## src/rtl/bytewrite_ram_ctrl.sv

```systemverilog
// bytewrite_ram_ctrl
//   Request/response front end for a single-port byte-write BRAM
//   (one-cycle read latency, read-first). Posted byte-masked writes run at
//   one per cycle. Reads are blocking and return data over a valid/ready
//   response channel. Optionally zero-fills the RAM after reset.
//
// Ports
//   clk, rst             clock, asynchronous active-high reset
//   req_valid_i/ready_o  request handshake (ready is a Moore output of state)
//   req_wr_i             1 = write, 0 = read
//   req_be_i             byte-lane write enables (writes only)
//   req_addr_i           word address (not range-checked)
//   req_wdata_i          write data
//   rsp_valid_o/ready_i  read response handshake
//   rsp_rdata_o          read data, held until the response is taken
//   clr_busy_o           high while the zero-fill sweep runs
//   ram_we_o/addr_o/di_o RAM port drive
//   ram_do_i             RAM read data, valid one edge after ram_addr_o is sampled
module bytewrite_ram_ctrl #(
    parameter int SIZE           = 1024,
    parameter int ADDR_WIDTH     = 10,
    parameter int COL_WIDTH      = 8,
    parameter int NB_COL         = 4,
    parameter int CLEAR_ON_RESET = 1
) (
    input  logic                          clk,
    input  logic                          rst,
    input  logic                          req_valid_i,
    output logic                          req_ready_o,
    input  logic                          req_wr_i,
    input  logic [NB_COL-1:0]             req_be_i,
    input  logic [ADDR_WIDTH-1:0]         req_addr_i,
    input  logic [NB_COL*COL_WIDTH-1:0]   req_wdata_i,
    output logic                          rsp_valid_o,
    input  logic                          rsp_ready_i,
    output logic [NB_COL*COL_WIDTH-1:0]   rsp_rdata_o,
    output logic                          clr_busy_o,
    output logic [NB_COL-1:0]             ram_we_o,
    output logic [ADDR_WIDTH-1:0]         ram_addr_o,
    output logic [NB_COL*COL_WIDTH-1:0]   ram_di_o,
    input  logic [NB_COL*COL_WIDTH-1:0]   ram_do_i
);

    localparam int W = NB_COL * COL_WIDTH;

    typedef enum logic [2:0] {
        CLEAR,
        IDLE,
        RD_ADDR,
        RD_DATA,
        RESP
    } state_t;

    localparam state_t RST_STATE = (CLEAR_ON_RESET != 0) ? CLEAR : IDLE;
    localparam logic [ADDR_WIDTH-1:0] CLR_LAST = ADDR_WIDTH'(SIZE - 1);

    state_t                 state_q,     state_d;
    logic [ADDR_WIDTH-1:0]  clr_cnt_q,   clr_cnt_d;
    logic [NB_COL-1:0]      ram_we_q,    ram_we_d;
    logic [ADDR_WIDTH-1:0]  ram_addr_q,  ram_addr_d;
    logic [W-1:0]           ram_di_q,    ram_di_d;
    logic                   rsp_valid_q, rsp_valid_d;
    logic [W-1:0]           rsp_rdata_q, rsp_rdata_d;

    always_ff @(posedge clk or posedge rst) begin
        if (rst) begin
            state_q     <= RST_STATE;
            clr_cnt_q   <= '0;
            ram_we_q    <= '0;
            ram_addr_q  <= '0;
            ram_di_q    <= '0;
            rsp_valid_q <= 1'b0;
            rsp_rdata_q <= '0;
        end else begin
            state_q     <= state_d;
            clr_cnt_q   <= clr_cnt_d;
            ram_we_q    <= ram_we_d;
            ram_addr_q  <= ram_addr_d;
            ram_di_q    <= ram_di_d;
            rsp_valid_q <= rsp_valid_d;
            rsp_rdata_q <= rsp_rdata_d;
        end
    end

    always_comb begin
        state_d     = state_q;
        clr_cnt_d   = clr_cnt_q;
        ram_we_d    = ram_we_q;
        ram_addr_d  = ram_addr_q;
        ram_di_d    = ram_di_q;
        rsp_valid_d = rsp_valid_q;
        rsp_rdata_d = rsp_rdata_q;

        case (state_q)
            CLEAR: begin
                // The sweep drives the RAM port straight from clr_cnt_q (see
                // output muxing below), so the registered port stays quiet.
                clr_cnt_d = clr_cnt_q + 1'b1;
                ram_we_d  = '0;
                if (clr_cnt_q == CLR_LAST) begin
                    state_d = IDLE;
                end
            end
            IDLE: begin
                ram_we_d = '0;
                // In IDLE req_ready is high, so req_valid alone is an accept.
                if (req_valid_i) begin
                    ram_addr_d = req_addr_i;
                    if (req_wr_i) begin
                        ram_di_d = req_wdata_i;
                        ram_we_d = req_be_i;
                    end else begin
                        state_d = RD_ADDR;
                    end
                end
            end
            RD_ADDR: begin
                state_d = RD_DATA;
            end
            RD_DATA: begin
                rsp_rdata_d = ram_do_i;
                rsp_valid_d = 1'b1;
                state_d     = RESP;
            end
            RESP: begin
                if (rsp_ready_i) begin
                    rsp_valid_d = 1'b0;
                    state_d     = IDLE;
                end
            end
            default: begin
                state_d = RST_STATE;
            end
        endcase
    end

    // During the sweep the port is decoded from state so every CLEAR cycle
    // (including the first one out of reset) issues a full-word zero write.
    assign req_ready_o = (state_q == IDLE);
    assign clr_busy_o  = (state_q == CLEAR);
    assign ram_we_o    = (state_q == CLEAR) ? {NB_COL{1'b1}} : ram_we_q;
    assign ram_addr_o  = (state_q == CLEAR) ? clr_cnt_q      : ram_addr_q;
    assign ram_di_o    = (state_q == CLEAR) ? '0             : ram_di_q;
    assign rsp_valid_o = rsp_valid_q;
    assign rsp_rdata_o = rsp_rdata_q;

endmodule

```

## config.mk

```make
export PLATFORM = sky130hd
export DESIGN_NAME = bytewrite_ram_ctrl
export DESIGN_NICKNAME = d
export VERILOG_FILES = /design/src/rtl/bytewrite_ram_ctrl.sv
export SDC_FILE = /design/constraint.sdc
export NUM_CORES = 1
export LEC_CHECK = 0
export BUFFER_PORTS_ARGS = -buffer_cell sky130_fd_sc_hd__buf_2
export CAP_MARGIN = 15
export CORE_MARGIN = 1.5
export CORE_UTILIZATION = 52
export DETAILED_ROUTE_END_ITERATION = 12
export MAX_ROUTING_LAYER = met4
export PLACE_DENSITY_LB_ADDON = 0.08
export SYNTH_ARGS = -nofsm -noshare
export SYNTH_HDL_FRONTEND = slang
export SYNTH_SLANG_ARGS = --single-unit
```

## constraint.sdc

```tcl
create_clock -name clk -period 8.9 [get_ports clk]
set_input_delay 1.78 -clock clk [delete_from_list [all_inputs] [get_ports clk]]
set_output_delay 1.78 -clock clk [all_outputs]
set_load 0.005 [all_outputs]
```

==> results of run 1 <==
==> path summary, 6_finish.rpt <==
| kind | cells past startpoint | startpoint | slack, ps | endpoint |
|---|---|---|---|---|
| max in group asynchronous | 3 | rst | 6320 | clr_cnt_q[6]$_DFFE_PP0P_ |
| max reg2reg | 3 | state_q[1]$_DFFE_PP0P_ | 6250 | ram_di_q[30]$_DFFE_PP0P_ |
| min | 1 | ram_we_q[2]$_DFFE_PP0P_ | 500 | ram_we_q[2]$_DFFE_PP0P_ |
| min in group asynchronous | 2 | rst | 1370 | rsp_rdata_o[23]$_DFFE_PP0P_ |
| min reg2reg | 1 | ram_we_q[2]$_DFFE_PP0P_ | 500 | ram_we_q[2]$_DFFE_PP0P_ |
| max | 6 | state_q[1]$_DFFE_PP0P_ | 4630 | ram_addr_o[0] |
==> flip-flops by register name, indices dropped and copies added (netlist names) <==
| name | count |
|---|---|
| state_q | 3 |
| ram_addr_q | 10 |
| clr_cnt_q | 10 |
| ram_we_q | 4 |
| rsp_valid_o | 1 |
| rsp_rdata_o | 32 |
| ram_di_q | 32 |
==> per-stage QoR <==
stage | util | hold slack, ps | instance area (µm²)
global route | 0.667 | 515 | 5130
global placement | 0.643 | 476 | 4940
finish | 0.667 | 497 | 5130
CTS | 0.667 | 503 | 5130
floorplan | - | 457 | 4100
detailed placement | 0.643 | 477 | 4940
==> Yosys cell counts, types with 3 or more instances <==
library cell	count
nor2_1	5
nand2_1	36
buf_2	5
and2_1	33
nand2b_1	7
mux2_4	26
buf_6	7
clkbuf_1	5
xor2_1	5
inv_1	3
xnor2_1	4
nand4_1	3
dfrtp_1	92
mux2_2	48
a22o_1	4
a21oi_1	3
==> final cells by class <==
cell class              instances  area, µm²  share of cell area
clock buffers                  11        151              0.0295
clock inverters                 5       35.0             0.00683
inverters                       3       12.5             0.00244
multi-input cells             193       1660               0.324
flip-flops and latches         92       2300               0.449
well taps                     102        128              0.0249
repair buffers                166        838               0.163
==> per-layer routing <==
| layer | global-route usage | vias to the layer above | wire length (µm) |
|---|---|---|---|
| li1 | - | 1344 | - |
| met4 | 0.0564 | 0 | 92 |
| met5 | - | - | 0 |
| met1 | 0.262 | 1381 | 3530 |
| met3 | 0.0580 | 10 | 516 |
| met2 | 0.331 | 99 | 4050 |
==> logic make-up after synthesis <==
family,count (synthesis)
AO/OA/AOI/OAI,10
XOR/XNOR,9
adder cells (fa/ha/maj),1
buffers and inverters,20
flip-flops,92
multiplexers,74
AND/OR/NAND/NOR,99
==> cells in the final DEF (no fill, tap or decap), types with 3 or more instances in the layout <==
| cell | n |
|---|---|
| dfrtp_1 | 92 |
| a21oi_1 | 3 |
| mux2_4 | 26 |
| xnor2_1 | 4 |
| buf_2 | 163 |
| xor2_1 | 5 |
| mux2_2 | 48 |
| nand4_1 | 3 |
| nor2_1 | 5 |
| and2_1 | 32 |
| buf_4 | 3 |
| clkbuf_8 | 11 |
| clkinv_2 | 3 |
| nand2_1 | 36 |
| nand2b_1 | 7 |
| a22o_1 | 4 |
==> worst reg2reg max path: stages (launching register included) <==
cell and delay (ps):
dfrtp_1 490, and4bb_1 640, and2_2 960, mux2_2 440
==> power by group <==
part / switching, µW / internal, µW / total, µW
Sequential: 3.55 / 425 / 428
Clock: 142 / 117 / 260
Combinational: 18.6 / 23.2 / 41.9
==> results.md, run 1 <==
Setup path:
- The cell type of the slowest stage on the worst timing path is or3_1.
- Walking the worst path, the cells encountered are or3_1, buf_4, inv_1, nand2_1, nand2_1, buf_2.
- The required time of the critical path is 7120 ps.
- The worst setup path is captured at a primary output.
- The buffering stage count on the worst path with inverters included is 3.
- The largest fanout on the critical path is 31.
- The family with the most delay on the worst path is simple AND/OR/NAND/NOR gates.
- The arrival time at the worst endpoint is 2490 ps.
- The kind of start point of the critical path is a flop.
- Among the stages of the critical path, the cell type that occurs most often is nand2_1.
- On the worst path, the slowest cell contributes a delay of slightly below 700 ps.
- The startpoint-to-endpoint class of the critical path is flop to primary output.

Detailed routing:
- The total number of vias is 2834.
- For this run, design rule violations remaining after detail routing come to 0.
- The total wire length is 8190 µm.
- The mean routed wirelength per cell is 14.3 µm.
- Before antenna repair, the detailed router went through 4 iterations.
- The remaining antenna violation count after routing is 0.
- Using the TritonRoute via totals, the vias-per-cell ratio works out to a little under 5.
- The violation count after the first detailed-route iteration is 76.

Hold path:
- The worst min-delay path category is flop to flop.

Logic synthesis:
- By area, the combinational part of the netlist is dominated by multiplexers.
- The cell area after synthesis is 4100 µm².
- The mean area per synthesized cell is 13.4 µm².
- The cell count after synthesis is between 300 and 400.
- The portion of synthesized cell area occupied by the leading cell type is 0.562.
- Synthesis instantiated 31 different standard cells from the library.
- The area fraction in compound gates after synthesis is 0.0171.
- The sequential area share after synthesis is 0.562.
- Yosys attributes the largest share of cell area to dfrtp_1 (56%), mux2_2 (13%), mux2_4 (9.5%).
- Counting flops with a built-in enable in the synthesized netlist gives 0.
- The portion of synthesized area spent on multiplexers is 0.227.
- Of the total synthesized cell area, the portion taken by XOR and XNOR cells is 0.0192.
- The post-synthesis adder-cell area fraction is 0.00306.
- The dominant synthesized flop cell is dfrtp_1.
- The post-synthesis net count is around 390.
- After synthesis the netlist holds a flip-flop and latch count of 92.
- The number of warnings issued by yosys is 0.
- The async set-or-reset flop fraction in the synthesized netlist is 1.00.
- The cell taking the most area after synthesis is dfrtp_1.
- The simple logic cell fraction of the synthesized area is 0.138.

GRT:
- Entering global routing, the biggest net connects 74 pins.
- The initial antenna violation count is 0.
- The global-route usage over all layers is 0.208.
- The total overflow left after global routing is 0.
- The via count of the first global-routing pass is 2854.
- The wire length of the first global-routing pass is 13300 µm.

Final layout:
- Fill cells in the final layout number between 600 and 700.
- The signed area change from the synthesized netlist to the final layout is 25.2%.
- The final cell count without fillers is 572.
- The repair_antennas step left the layout with diodes totalling 0.
- Of the cells placed in the final design, the portion with a size suffix greater than 1 is 0.562.
- At the end of the flow, the number of nets in the layout was 549.

Pwr:
- Power comes to 730 µW.
- The static leakage is ~0.0027 µW.
- In this run the power density over the cells is 142 nW/µm².
- VDD sags by at most 0.000107 V.

Clock network:
- The number of cells upsized or downsized after cts is 0.
- TritonCTS built the clock tree.
- The clock net in this run drives a total of 92 sinks.
- The count of hold buffers inserted by post-cts repair is 0.
- The buffer count from post-CTS setup fixing is 0.
- After clock tree synthesis, the clock-pin slew on the worst setup and hold paths is roughly 90 ps.
- CTS built an H-tree with a depth of 3.
- Buffers inserted during clock tree synthesis total 9.
- The clock latency on the worst-skew pair is between 300 and 400 ps.
- The buffer type at the clock tree root is clkbuf_8.
- The clock passes through at most 2 buffers.

STA:
- The final-report max-slew violation count was 0.
- The final clock skew is between 10 and 15 ps.
- Adding up every negative setup slack in the final design gives 0 ps.
- The post-route minimum period is 4270 ps.
- Setup repair after global routing left no endpoint under its margin.
- The achievable frequency is 234 MHz.
- The worst pin sits at a relative slew slack of 0.284.
- The final worst setup slack is approximately 4600 ps.
- The post-route fraction of the period consumed by the critical path is 0.480.
- At the pin with the least slew margin, the transition time is 1070 ps.
- Setup violations remaining at the end of the flow were counted as 0.
- The hold violation total from the final report is 0.

Placement:
- The placed wire-length estimate is 5860 µm.
- The minimum setup slack after placement is 4930 ps.
- The quantity of I/O buffers inserted on ports is 163.
- The cell count after placement is 556.
- Routability-driven placement finished with a final weighted congestion of 0.755.

Die:
- In this run the horizontal extent of the chip is 91.7 µm.
- The initial utilization of the core area, before any placement, comes to 0.533.
- The die is 91.7 µm tall.
- The core region is 7690 µm².
- The die covers 8420 µm².
- For this design the top-level I/O count stands at ~160.
- The placement row count is 32.

Run:
- Across the run, the number of max-cap violations was 0.

Run status:
- The flow ran to the end, and the final reports show no timing, DRC or antenna violations.
Note: power is estimated with default switching activity, not from simulation.
==> run 2, diff against run 1 <==
Settings changed: CORE_UTILIZATION 52 to 48.
Clock period 8.9 ns to 4.3 ns, I/O delays scaled along.
==> run 2 against run 1 <==
Compared with the run above:
- clock-buffer cell count grew 1
- largest power group unchanged
- die area grew 8.0%
- routed wire length grew 3.0%
==> results.md, run 2 (synthesized netlist as in run 1, its figures left out) <==
Run status:
- The flow ran to the end, and the final reports show no timing, DRC or antenna violations.

Setup path:
- The required time of the critical path is 3440 ps.
- The most critical setup path has its startpoint at state_q[1]$_DFFE_PP0P_.
- The worst reg2reg path endpoint is ram_di_q[31]$_DFFE_PP0P_.
- The critical path is of the flop to primary output type.
- The largest fanout on the critical path is 34.
- The kind of end point of the critical path is a primary output.
- The worst-case reg-to-reg path depth is 4.
- Among cell families on the critical path, the largest total delay comes from simple AND/OR/NAND/NOR gates.
- On the critical path, the stage with the largest delay is an instance of or3_1.
- Setup slack on the worst reg-to-reg path comes out at 1720 ps.
- The buffering stage count on the worst path with inverters included is 2.
- At the worst endpoint, the arrival time is 2510 ps.
- The worst setup path is launched from a flop.
- The startpoint of the worst-slack reg-to-reg timing path is state_q[1]$_DFFE_PP0P_.
- For this run, the slowest stage of the critical path takes 860 ps.
- Traced cell by cell, the critical path runs through or3_1, inv_1, nand2_1, nand2_1, buf_2.
- The most numerous cell type found on the critical path is nand2_1.

STA:
- The achievable frequency is ~300 MHz.
- The final-report max-slew violation count is 0.
- The worst-case headroom to the max-slew limit is 0.312.
- Setup repair after global routing left no endpoint under its margin.
- The count of endpoints failing setup in the final report is 0.
- At the pin with the least slew margin, the transition time is 1030 ps.
- Subtracting the final worst setup slack from the clock period gives 3370 ps.
- After layout, the worst setup slack is 925 ps.
- The post-route fraction of the period consumed by the critical path is 0.785.
- After routing, the total negative slack on setup checks comes to 0 ps.
- The hold violation total from the final report is 0.
- The final clock skew is 12.7 ps.

GRT:
- The global-route usage over all layers is 0.195.
- For this run, global-route usage on met1 was measured as 0.249.
- The via count of the first global-routing pass came to around 2800.
- The met3 routing resource usage after global routing is 0.0502.
- The remaining global-route overflow is 0.
- The initial antenna violation count is 0.
- The peak-usage layer in the global routing report is met2.
- The wire length of the first global-routing pass is 13000 µm.
- In the global route stage, met2 resource usage came out at 0.302.
- Entering global routing, the biggest net connects 36 pins.

Hold path:
- Counting instances, the worst hold path has a depth of 1.
- The source of the worst hold timing path is rsp_rdata_o[3]$_DFFE_PP0P_.
- The tightest min-delay check is of the flop to flop type.
- The worst hold path terminates at rsp_rdata_o[3]$_DFFE_PP0P_.

Placement:
- The placed wire-length estimate is 6080 µm.
- The total placed instance area is 4970 µm².
- During placement, the flow inserted port buffers numbering 163.
- The cell count after placement is 562.
- At the placement stage, the worst setup path has a slack of 1230 ps.
- The global placement routability congestion is around 0.76.

Clock network:
- The clock passes through at most 2 buffers.
- The number of buffers added by the clock tree synthesis step is 9.
- The count of hold buffers inserted by post-cts repair is 0.
- The TritonCTS clock tree is built.
- The H-tree was split into 3 levels.
- The clock net in this run drives a total of 92 sinks.
- The buffer type at the clock tree root is clkbuf_8.
- The clock latency on the worst-skew pair is 350 ps.
- The number of cells upsized or downsized after cts is 0.
- The number of setup buffers added after CTS is 0.
- The clock edge transition at the registers on the reported setup and hold paths is ~80 ps.

Final layout:
- Across the whole layout, storage elements account for approximately 2300 µm².
- The most frequent standard cell in the layout excluding fill and tap cells is buf_2.
- Summing all multi-input logic gate instances after layout gives 1660 µm².
- After routing the design area is 5170 µm².
- Compared with the post-synthesis result, the final layout area differs by 26.2%.
- The final cell count without fillers is 578.
- Of the cells placed in the final design, the portion with a size suffix greater than 1 is 0.562.
- The repair_antennas step left the layout with diodes totalling 0.
- The number of filler cells placed in the layout is 710.
- In the layout the commonest cells are buf_2 (163), dfrtp_1 (92), mux2_2 (48).
- The net count of the finished layout is 552.

Detailed routing:
- The total number of vias is 2825.
- In the routed design, unresolved DRC markers number 0.
- The via density per instance is 4.89.
- The total wire length is approximately 8400 µm.
- The violation count after the first detailed-route iteration is 89.
- For this run, the detailed router's first-pass iteration total came to 6.
- The detail route stage leaves a number of antenna-violating nets equal to 0.
- The mean routed wirelength per cell is 14.6 µm.

Pwr:
- The proportion of power drawn by the clock network is 0.374.
- Of the total power, registers draw 0.569.
- Internal power comes to 1230 µW.
- Summed over all nets, the switching power comes to 331 µW.
- The power density over cell area is 301 nW/µm².
- The share of total power dissipated in combinational logic is 0.057.
- Summed over all cells, the static leakage comes to 0.00276 µW.
- IR analysis of the VDD net gives a maximum drop of 0.000186 V.
- The switching share of power is 0.212.

Die:
- The floorplan step defined a die boundary enclosing 9090 µm².
- Measured along the y axis, the die boundary spans 95.4 µm.
- The initial core utilization is 0.496.
- The horizontal extent of the die is between 90 and 100 µm.
- The placement row count is 33.
- The total area inside the core boundary comes to roughly 8300 µm².
- For this design the top-level I/O count stands at around 160.

Run:
- Across the run, the number of max-cap violations was 0.
==> run 2: cell count changes in the layout (fill, tap and decap cells not counted), sizes merged <==
cell | previous run | this run
buf | 166 | 169
bufinv | 0 | 1
clkbuf | 11 | 12
clkinv | 4 | 3
inv | 3 | 2
==> run 2: worst max path at each step <==
stage | end | slack (ps) | cells after the start
6_report | ram_addr_o[1] | 930 | 5
5_1_grt | ram_addr_o[1] | 620 | 5
4_1_cts | ram_addr_o[1] | 850 | 5
3_5_place_dp | ram_addr_o[1] | 1230 | 5
3_3_place_gp | ram_addr_o[7] | 1310 | 5
2_1_floorplan | clr_cnt_q[0]$_DFFE_PP0P_ | 1050 | 1
==> run 2: final cells by class <==
| class | instances | area share |
|---|---|---|
| inverters | 3 | 0.00242 |
| clock buffers | 12 | 0.0300 |
| flip-flops and latches | 92 | 0.445 |
| multi-input cells | 193 | 0.321 |
| repair buffers | 169 | 0.167 |
| clock inverters | 4 | 0.00920 |
| well taps | 105 | 0.0254 |
==> run 2: metal layers <==
metal  part of all wire  routed length, µm
met2               0.48               4010
met4              0.014                121
met5                  0                  0
met1               0.44               3750
met3              0.065                552
==> run 2: power groups by stage <==
stage	clock, µW	sequential [µW]	combinational [µW]
final	583	887	88.5
after global routing	644	889	99.1
after CTS	605	887	91.2
after detailed placement	0	904	91.1
after global placement	0	903	89.0
after floorplan	0	905	27.2
==> run 2: stage by stage <==
stage,total power [µW],hold slack (ps),utilization
6_report,1560,502,0.626
5_1_grt,1630,524,0.626
4_1_cts,1580,504,0.626
3_5_place_dp,995,477,0.602
3_3_place_gp,992,480,0.602
2_1_floorplan,933,457,-
